**config.mk**
```make
export PLATFORM = sky130hd
export DESIGN_NAME = cla_seq_arbiter
export DESIGN_NICKNAME = d
export VERILOG_FILES = /design/src/rtl/cla_seq_arbiter.sv
export SDC_FILE = /design/constraint.sdc
export NUM_CORES = 1
export LEC_CHECK = 0
export BUFFER_PORTS_ARGS = -buffer_cell sky130_fd_sc_hd__buf_2
export CAP_MARGIN = 20
export CORE_UTILIZATION = 45
export DETAILED_ROUTE_END_ITERATION = 8
export GPL_ROUTABILITY_DRIVEN = 0
export PLACE_DENSITY_LB_ADDON = 0.2
export REMOVE_ABC_BUFFERS = 1
export SETUP_SLACK_MARGIN = 0.15
export SLEW_MARGIN = 20
export SYNTH_ARGS = -nofsm -noshare
export SYNTH_HDL_FRONTEND = slang
export SYNTH_HIERARCHICAL = 1
export SYNTH_SLANG_ARGS = --single-unit
```
**constraint.sdc**
```tcl
create_clock -name clk -period 3.1 [get_ports clk]
set_clock_uncertainty 0.15 [all_clocks]
set_input_delay 0 -clock clk [delete_from_list [all_inputs] [get_ports clk]]
set_output_delay 0 -clock clk [all_outputs]
set_load 0.05 [all_outputs]
```
**src/rtl/cla_seq_arbiter.sv**
```systemverilog
// cla_seq_arbiter
// ---------------
// Shares one 4-bit carry-lookahead adder between two requesters. A WIDTH-bit
// add is done one nibble per cycle, least-significant nibble first. The carry
// between nibbles is held in a register.
//
// Ports:
//   clk, rst_n                  clock, async active-low reset
//   req0/req1                   level requests, held until the matching done
//   a0,b0,cin0 / a1,b1,cin1     operands per requester, sampled at accept
//   gnt0/gnt1                   requester owns the adder (RUN and DONE)
//   busy                        RUN or DONE
//   sum, cout, ovf              result; held after DONE until next accept
//   done0/done1                 one-cycle result-valid pulse to the owner

module CLA_4bit (
    input  logic [3:0] A,
    input  logic [3:0] B,
    input  logic       Cin,
    output logic [3:0] S,
    output logic       Cout,
    output logic       PG,
    output logic       GG
);
    logic [3:0] g, p;
    logic [4:0] c;

    assign g = A & B;
    assign p = A ^ B;

    // Expanded lookahead carries
    assign c[0] = Cin;
    assign c[1] = g[0] | (p[0] & c[0]);
    assign c[2] = g[1] | (p[1] & g[0]) | (p[1] & p[0] & c[0]);
    assign c[3] = g[2] | (p[2] & g[1]) | (p[2] & p[1] & g[0])
                | (p[2] & p[1] & p[0] & c[0]);
    assign c[4] = g[3] | (p[3] & g[2]) | (p[3] & p[2] & g[1])
                | (p[3] & p[2] & p[1] & g[0]) | (p[3] & p[2] & p[1] & p[0] & c[0]);

    assign S    = p ^ c[3:0];
    assign Cout = c[4];
    assign PG   = &p;
    assign GG   = g[3] | (p[3] & g[2]) | (p[3] & p[2] & g[1]) | (p[3] & p[2] & p[1] & g[0]);
endmodule

module cla_seq_arbiter #(
    parameter int WIDTH = 16
) (
    input  logic             clk,
    input  logic             rst_n,
    input  logic             req0,
    input  logic             req1,
    input  logic [WIDTH-1:0] a0,
    input  logic [WIDTH-1:0] b0,
    input  logic [WIDTH-1:0] a1,
    input  logic [WIDTH-1:0] b1,
    input  logic             cin0,
    input  logic             cin1,
    output logic             gnt0,
    output logic             gnt1,
    output logic             busy,
    output logic [WIDTH-1:0] sum,
    output logic             cout,
    output logic             ovf,
    output logic             done0,
    output logic             done1
);
    localparam int NIB = WIDTH / 4;
    localparam int KW  = (NIB > 1) ? $clog2(NIB) : 1;

    localparam logic [1:0] IDLE = 2'd0;
    localparam logic [1:0] RUN  = 2'd1;
    localparam logic [1:0] DONE = 2'd2;

    logic [1:0]       state;
    logic [KW-1:0]    k;
    logic [WIDTH-1:0] opa, opb;
    logic             carry;
    logic             owner;
    logic             last;

    logic [3:0]       a_nib, b_nib, s_nib;
    logic             c_out;
    logic             pg_unused, gg_unused;
    logic             pick1;
    logic             last_nib;

    // Requester 1 wins if it is alone, or on a tie when 0 was served last.
    assign pick1    = req1 & (~req0 | ~last);
    assign last_nib = (k == KW'(NIB - 1));

    assign a_nib = 4'(opa >> {k, 2'b00});
    assign b_nib = 4'(opb >> {k, 2'b00});

    CLA_4bit u_cla (
        .A    (a_nib),
        .B    (b_nib),
        .Cin  (carry),
        .S    (s_nib),
        .Cout (c_out),
        .PG   (pg_unused),
        .GG   (gg_unused)
    );

    always_ff @(posedge clk or negedge rst_n) begin
        if (!rst_n) begin
            state <= IDLE;
            k     <= '0;
            opa   <= '0;
            opb   <= '0;
            carry <= 1'b0;
            owner <= 1'b0;
            last  <= 1'b1;
            sum   <= '0;
            cout  <= 1'b0;
            ovf   <= 1'b0;
        end else begin
            case (state)
                IDLE: begin
                    if (req0 | req1) begin
                        owner <= pick1;
                        last  <= pick1;
                        opa   <= pick1 ? a1 : a0;
                        opb   <= pick1 ? b1 : b0;
                        carry <= pick1 ? cin1 : cin0;
                        k     <= '0;
                        sum   <= '0;
                        cout  <= 1'b0;
                        ovf   <= 1'b0;
                        state <= RUN;
                    end
                end
                RUN: begin
                    sum[{k, 2'b00} +: 4] <= s_nib;
                    carry <= c_out;
                    if (last_nib) begin
                        cout  <= c_out;
                        // Carry into the MSB is a^b^s of bit 3 of the top nibble.
                        ovf   <= opa[WIDTH-1] ^ opb[WIDTH-1] ^ s_nib[3] ^ c_out;
                        k     <= '0;
                        state <= DONE;
                    end else begin
                        k <= k + KW'(1);
                    end
                end
                DONE:    state <= IDLE;
                default: state <= IDLE;
            endcase
        end
    end

    assign busy  = (state == RUN) || (state == DONE);
    assign gnt0  = busy & ~owner;
    assign gnt1  = busy & owner;
    assign done0 = (state == DONE) & ~owner;
    assign done1 = (state == DONE) & owner;
endmodule
```
==> results list, run 1 <==
* Run status: complete, no violations
- The tool flagged a number of max-cap violations equal to 0.
- Number of buffers between clock root and the deepest sink: 2
- The clock net in this run drives a total of 57 sinks.
- Setup violations remaining at the end of the flow were counted as 0.
- VDD sags by at most 0.5310 mV.
- Count of H-tree levels built during CTS: 3
* Syn avg cell area: about 10 um^2
- Detailed placement finished with a half-perimeter wire length of approximately 5.0 mm.
- Once detail routing completed, the nets flagged for antenna violations numbered 0.
* Pre-CTS setup slack: 122.0 ps
- Number of hold violations in the final report: 0
* Via count of the first global-routing pass: 2898
- Using the TritonRoute via totals, the vias-per-cell ratio works out to 4.944.
- Critical-path cell list: mux4_2 > ha_1 > a41oi_1 > o21ai_2 > a21o_1 > or3_1 > o211ai_1 > a31oi_1
* Post-route clock period utilization: approximately nine tenths
- GRT Total Usage: 23.09%
- After clock tree synthesis, the clock-pin slew on the worst setup and hold paths is 60 ps.
* Fillers: 552
* Filler-free cell count of the finished design: 573
* Flop2flop setup slack: 320 ps
* Transition at the pin with the smallest max-transition slack: 914.8 ps
- Max-slew violation total from the final report: 0
* Clock latency of the later-clocked register in the worst-skew pair: ~340 ps
* R2R Path End: carry
* Final design instance area without fill: between 4000 and 5000 um^2
- Class of the tightest hold or removal check: input pin to async pin
- Setup crit start kind: register
* Crit path arrival time: 2820 ps
- From synthesis to final layout, the design area changed by 46.90%.
- Of all nets on the critical path, the largest fanout is 8.
- LEAKAGE: 2.287 nW
* Kind of end point of the critical path: register
- The number of antenna violations at the first check in global routing was 0.
- Entering global routing, the biggest net connects 43 pins.
- Peak Freq: approximately 360 MHz
* Worst path setup slack after routing: 324.8 ps
- On the worst path, the slowest cell contributes a delay of 570 ps.
- DIE AREA: between 7000 and 8000 um^2
- In this run the critical register-to-register path is launched from k[0].
* Core outline area: 6869 um^2
- Critical path origin: k[0]
- After floorplanning, the core was divided into 30 placement rows.
- Cells after Synth: 308
* Commonest non-fill, non-tap cells in the layout: sky130_fd_sc_hd__buf_2, sky130_fd_sc_hd__dlygate4sd3_1, sky130_fd_sc_hd__dfrtp_1, sky130_fd_sc_hd__nand2_1, sky130_fd_sc_hd__mux2i_1
- Mapped Area: 3226 um^2
- Die Ht: about 87 um
* Top Ports: 93
- Measured along the x axis, the die boundary spans 86.67 um.
- Total cell area at the placement stage: 3776 um^2
- Category of the most critical setup path: register to register
- Post-layout power: around 4.9 mW
- Final routed wirelength across all metal layers: 7.672 mm
- Wire length of the first global-routing pass: 13.11 mm
- For this configuration, the core starts out at a cell density of 46.96%.
* Pre-antenna DRT Iters: 4
- At the worst endpoint, the required time is 3140 ps.
- Setup repair after global routing missed its margin: false
* Master of the slowest instance on the critical path: sky130_fd_sc_hd__mux4_2
- Power density normalized to cell area: 1033 nW/um^2
- Residual overflow from global routing: 0
- For this block, the via count after detailed routing is 2833.
* Number of port buffers: 92
- Average wire per cell in the routed design: 13.39 um
- Drc violations: 0
* CTS Buf Count: 9
* Logic depth of the worst register-to-register path: 8
- Cell at the root of the clock tree: sky130_fd_sc_hd__clkbuf_8
- TNS Setup: 0 ps
* Max-slew headroom: 39.01%
- In the final design database the tool counted between 500 and 600 nets.
- The library cell used most frequently in the layout, excluding fill and tap cells, is sky130_fd_sc_hd__buf_2.
* Number of cells in the design after placement: 486
- Post-route minimum period: 2775 ps
- Warning count from the yosys run: 6
* Number of diodes added for antenna fixing: 0
- DRC marker count from the first detailed-route iteration: 84
* Fraction of final layout cells sized beyond drive strength 1: 28.30%
- CTS tree: built
-- per-layer routing --
layer / global-route usage [%] / up-vias / share of wire [%]
li1: - / 1398 / -
met1: 26.30 / 1338 / 41
met2: 42.14 / 84 / 53
met3: 6.381 / 13 / 4.3
met4: 6.818 / 0 / 1.6
met5: 0 / - / 0
-- through the flow --
step	hold WS [ps]	util [%]
2_1_floorplan	-445.6	-
3_3_place_gp	31.03	54.97
3_5_place_dp	35.27	54.97
4_1_cts	231.2	68.74
5_1_grt	266.3	68.98
6_report	195.6	68.98
-- worst max-delay path, delay by kind of cell, from the launching register on --
family	cells	cell delay, ps
multiplexers	1	570
AND/OR/NAND/NOR	1	350
AO/OA/AOI/OAI	5	740
adder cells (fa/ha/maj)	1	340
flip-flops	1	490
-- sequential cells by signal (all words and copies together) (netlist names) --
signal  cells
cout        1
opa        16
state       2
ovf         1
sum        16
carry       1
last        1
opb        16
owner       1
k           2
-- report_power, final --
part / leakage (nW) / switching, mW / total (mW) / internal (mW)
clock network: 0.120 / 0.303 / 0.857 / 0.555
registers: 0.725 / 0.231 / 1.28 / 1.05
logic: 1.44 / 1.60 / 2.76 / 1.16
total: 2.29 / 2.13 / 4.90 / 2.77
-- layout make-up --
| type | count | area [um^2] | share of cell area (%) |
|---|---|---|---|
| multi-input combinational | 211 | 1640 | 34.62 |
| sequential | 57 | 1430 | 30.18 |
| timing repair buffer | 169 | 1214 | 25.61 |
| clock buffer | 11 | 141.4 | 2.984 |
| tap | 96 | 120.1 | 2.535 |
| clock inverter | 5 | 102.6 | 2.165 |
| inverter | 24 | 90.09 | 1.901 |
-- timing repair --
action | CTS | global route
resized for setup | 1 | 2
endpoints found under the setup margin | 2 | 4
hold buffers | 70 | 0
hold endpoints to repair | 74 | 0
buffers inserted | 0 | 1
-- how the worst max path moves through the flow --
stage / endpoint / slack [ps] / cells after the start
6_report: carry / 320 / 8
2_1_floorplan: opa[0] / -1670 / 3
3_5_place_dp: carry / 120 / 8
3_3_place_gp: carry / 220 / 8
4_1_cts: ovf / 280 / 9
5_1_grt: carry / 170 / 8
No activity file was read; power rests on OpenSTA's default activity.
==> run 2, diff against run 1 <==
--- a/config.mk
+++ b/config.mk
@@ -7,7 +7,7 @@
 export LEC_CHECK = 0
 export BUFFER_PORTS_ARGS = -buffer_cell sky130_fd_sc_hd__buf_2
 export CAP_MARGIN = 20
-export CORE_UTILIZATION = 45
+export CORE_UTILIZATION = 42
 export DETAILED_ROUTE_END_ITERATION = 8
 export GPL_ROUTABILITY_DRIVEN = 0
 export PLACE_DENSITY_LB_ADDON = 0.2
==> constraint.sdc (replaced) <==
create_clock -name clk -period 3.2 [get_ports clk]
set_clock_uncertainty 0.15 [all_clocks]
set_input_delay 0 -clock clk [delete_from_list [all_inputs] [get_ports clk]]
set_output_delay 0 -clock clk [all_outputs]
set_load 0.05 [all_outputs]
==> run 2 against run 1 <==
Setup slack gained 28 ps. Non-clock buffer count shrank 3. Wire length shrank 1.9%. Sequential share of layout area grew 0.21 points. Hold slack lost 46 ps. First-iteration DRC count shrank 14%. Core utilization shrank 4.8 points. Maximum frequency shrank 2.5%. Critical path type unchanged. Critical endpoint is now ovf. Largest cell class unchanged.
==> results list, run 2 (synthesis results as in run 1) <==
* Class of the tightest hold or removal check: input pin to async pin
- On the critical path, the stage with the largest delay is an instance of sky130_fd_sc_hd__dfrtp_1.
- Area added between synthesis and finish: 45.77%
- CTS Buf Count: 9 (unchanged)
- Number of hold violations in the final report: 0 (unchanged)
* Pre-antenna DRT Iters: 4 (unchanged)
- The maximum VDD drop came to 0.5330 mV (+0.38%).
* Wire length of the first global-routing pass: 12.45 mm (-5.0%)
- Setup repair after global routing left no endpoint under its margin.
* Run status: complete, no violations
- The net load switching power came to 2.055 mW (-3.5%).
- Largest stage delay on the critical path: 690 ps (+120 ps)
* Die Wd: 89.64 um (+3.4%)
- Clock tree synthesis selected as its root buffer the cell sky130_fd_sc_hd__clkbuf_8.
- Core outline area: 7331 um^2 (+6.7%)
- The final routed DRC violation total is 0 (unchanged).
- Final design instance area without fill: 4702 um^2 (-0.77%)
- The peak clock frequency supported by timing is 351.2 MHz (-2.5%).
- The worst setup margin is 352.5 ps (+27.67 ps).
- Maximum number of pins on one net before global-route repair: 53 (+23%)
- The clock period minus final worst setup slack was 2848 ps (+72.33 ps).
* Net count of the finished layout: 555 (-0.54%)
- The area of the die came to 8034 um^2 (+7.0%).
* Worst-case hold slack: 149.5 ps (-46.03 ps)
* Internal Pwr Total: 2.626 mW (-5.1%)
* Clock network power share: 17.0% (-0.5 points)
- In the final layout, the registers with the most flip-flops are opa (16), opb (16), sum (16).
- Required @ worst endpoint: 3310 ps (+170 ps)
* Part of the total power dissipated in sequential elements: 26.5% (+0.4 points)
- The global routing usage on met2 came to 39.39% (-2.7 points).
- Crit path arrival time: 2960 ps (+140 ps)
- DPL Wire Length: 4.947 mm (-1.1%)
- The number of buffer cells added on primary ports came to 92 (unchanged).
- The total power after layout came to 4.681 mW (-4.4%).
- DRC marker count from the first detailed-route iteration: 72 (-14%)
* Largest fanout of any net on the critical path: 14 (+6)
* Residual overflow from global routing: 0 (unchanged)
- The final setup violation count came to 0 (unchanged).
* Number of rows created at floorplan: 31 (+3.3%)
- The clock-pin slew on the worst setup and hold paths was 70 ps (about the same).
* Clock latency of the later-clocked register in the worst-skew pair: 330 ps (about the same)
* CTS tree: built
- The total of max-cap violations was 0 (unchanged).
- Pre-CTS setup slack: 289.1 ps (+167.1 ps)
- The initial core utilization is 44.00% (-3.0 points).
- Number of buffers between clock root and the deepest sink: 2 (unchanged)
- GRT Total Usage: 20.47% (-2.6 points)
- Counting stages on the worst path, the most repeated cell is sky130_fd_sc_hd__xnor2_1.
- Fraction of final layout cells sized beyond drive strength 1: 27.22% (-1.1 points)
* Average wire per cell in the routed design: 13.14 um (-1.9%)
* Worst Path Buf+Inv: 0 (unchanged)
- The actual transition at the worst max-transition pin was 774.8 ps (-140.0 ps).
* Final routed wirelength across all metal layers: 7.528 mm (-1.9%)
- The final cycle utilization of the critical path was 88.99% (-0.54 points).
* Max-slew violation total from the final report: 0 (unchanged)
- Met1 layer usage reported by global route: 22.88% (-3.4 points)
- Leaving out fill and tap cells, the most frequent cell in the layout is sky130_fd_sc_hd__buf_2.
- Clock net sink count: 57 (unchanged)
* Top Ports: 93 (unchanged)
- Part of the power in combinational logic: 56.5% (about the same)
* Count of H-tree levels built during CTS: 3 (unchanged)
* Fillers: 633 (+15%)
* Critical-path cell list: mux4_2 > ha_1 > a41oi_1 > o21ai_2 > xor2_1 > xnor2_1 > xnor2_1 > nand4_1 > nand2_1
- Setup crit start kind: register
- Sw Ratio: 43.90% (+0.40 points)
- The standby leakage power came to 2.271 nW (-0.74%).
- Initial antenna violation count: 0 (unchanged)
* Commonest non-fill, non-tap cells in the layout: sky130_fd_sc_hd__buf_2, sky130_fd_sc_hd__dlygate4sd3_1, sky130_fd_sc_hd__dfrtp_1, sky130_fd_sc_hd__nand2_1, sky130_fd_sc_hd__mux2i_1
* Max-slew headroom: 48.35% (+9.3 points)
- The die span in y came to 89.64 um (+3.4%).
- The number of antenna repair diodes came to 0 (unchanged).
- The layer flagged by global routing as most heavily used is met2.
- The remaining antenna violation count after routing is 0 (unchanged).
- Among cell families on the critical path, the largest total delay comes from flip-flops.
* Average via count per standard cell: 4.839 (-2.1%)
- The total power density per cell area was 995.6 nW/um^2 (-3.7%).
- DR vias: 2773 (-2.1%)
* Met3 routing resource usage after global routing: 3.291% (-3.1 points)
* Total cell area at the placement stage: 3765 um^2 (-0.30%)
- The critical path is of the register to register type.
- The worst setup path is captured at a register.
- The number of global-route vias before repair was 2825 (-2.5%).
==> run 2: layout make-up <==
cell class | count | area, um^2 | area share, %
clock buffer | 11 | 131.4 | 2.794
clock inverter | 5 | 103.9 | 2.209
inverter | 24 | 90.09 | 1.916
multi-input combinational | 211 | 1633 | 34.73
sequential | 57 | 1429 | 30.39
tap | 99 | 123.9 | 2.634
timing repair buffer | 166 | 1191 | 25.33
==> run 2: metal layers <==
| layer | up-vias | share of wire (%) |
|---|---|---|
| li1 | 1388 | - |
| met1 | 1314 | 41 |
| met2 | 65 | 54 |
| met3 | 6 | 3.7 |
| met4 | 0 | 0.81 |
| met5 | - | 0 |
==> run 2: what timing repair did <==
item                                    4_1_cts  5_1_grt
gates resized for setup                       0        1
hold buffers                                 70        0
endpoints found under the setup margin        0        3
hold endpoints to repair                     68        0
setup buffers                                 0        0
==> run 2: final timing paths <==
check	startpoint	to	slack, ps	cells after the start
setup / recovery	k[1]	ovf	350	9
hold / removal	rst_n	sum[4]	150	2
setup reg to reg	k[1]	ovf	350	9
hold reg to reg	opa[14]	opa[14]	330	2
max in group asynchronous	rst_n	k[0]	1930	3
min in group clk	opa[14]	opa[14]	330	2
==> run 2: stage by stage <==
stage | std cells | setup TNS (ps) | util, %
final | 573 | 0 | 64.14
after global routing | 573 | 0 | 64.14
after CTS | 573 | 0 | 64.12
after detailed placement | 487 | 0 | 51.36
after global placement | 487 | 0 | 51.36
after floorplan | 292 | -53130 | -
==> run 2: power groups by stage <==
stage               combinational [mW]  clock (mW)  sequential, mW
finish                            2.65       0.796            1.24
global route                      2.92       0.834            1.28
CTS                               2.65       0.808            1.24
detailed placement                2.51           0            1.25
global placement                  2.46           0            1.25
floorplan                         1.86           0            1.31
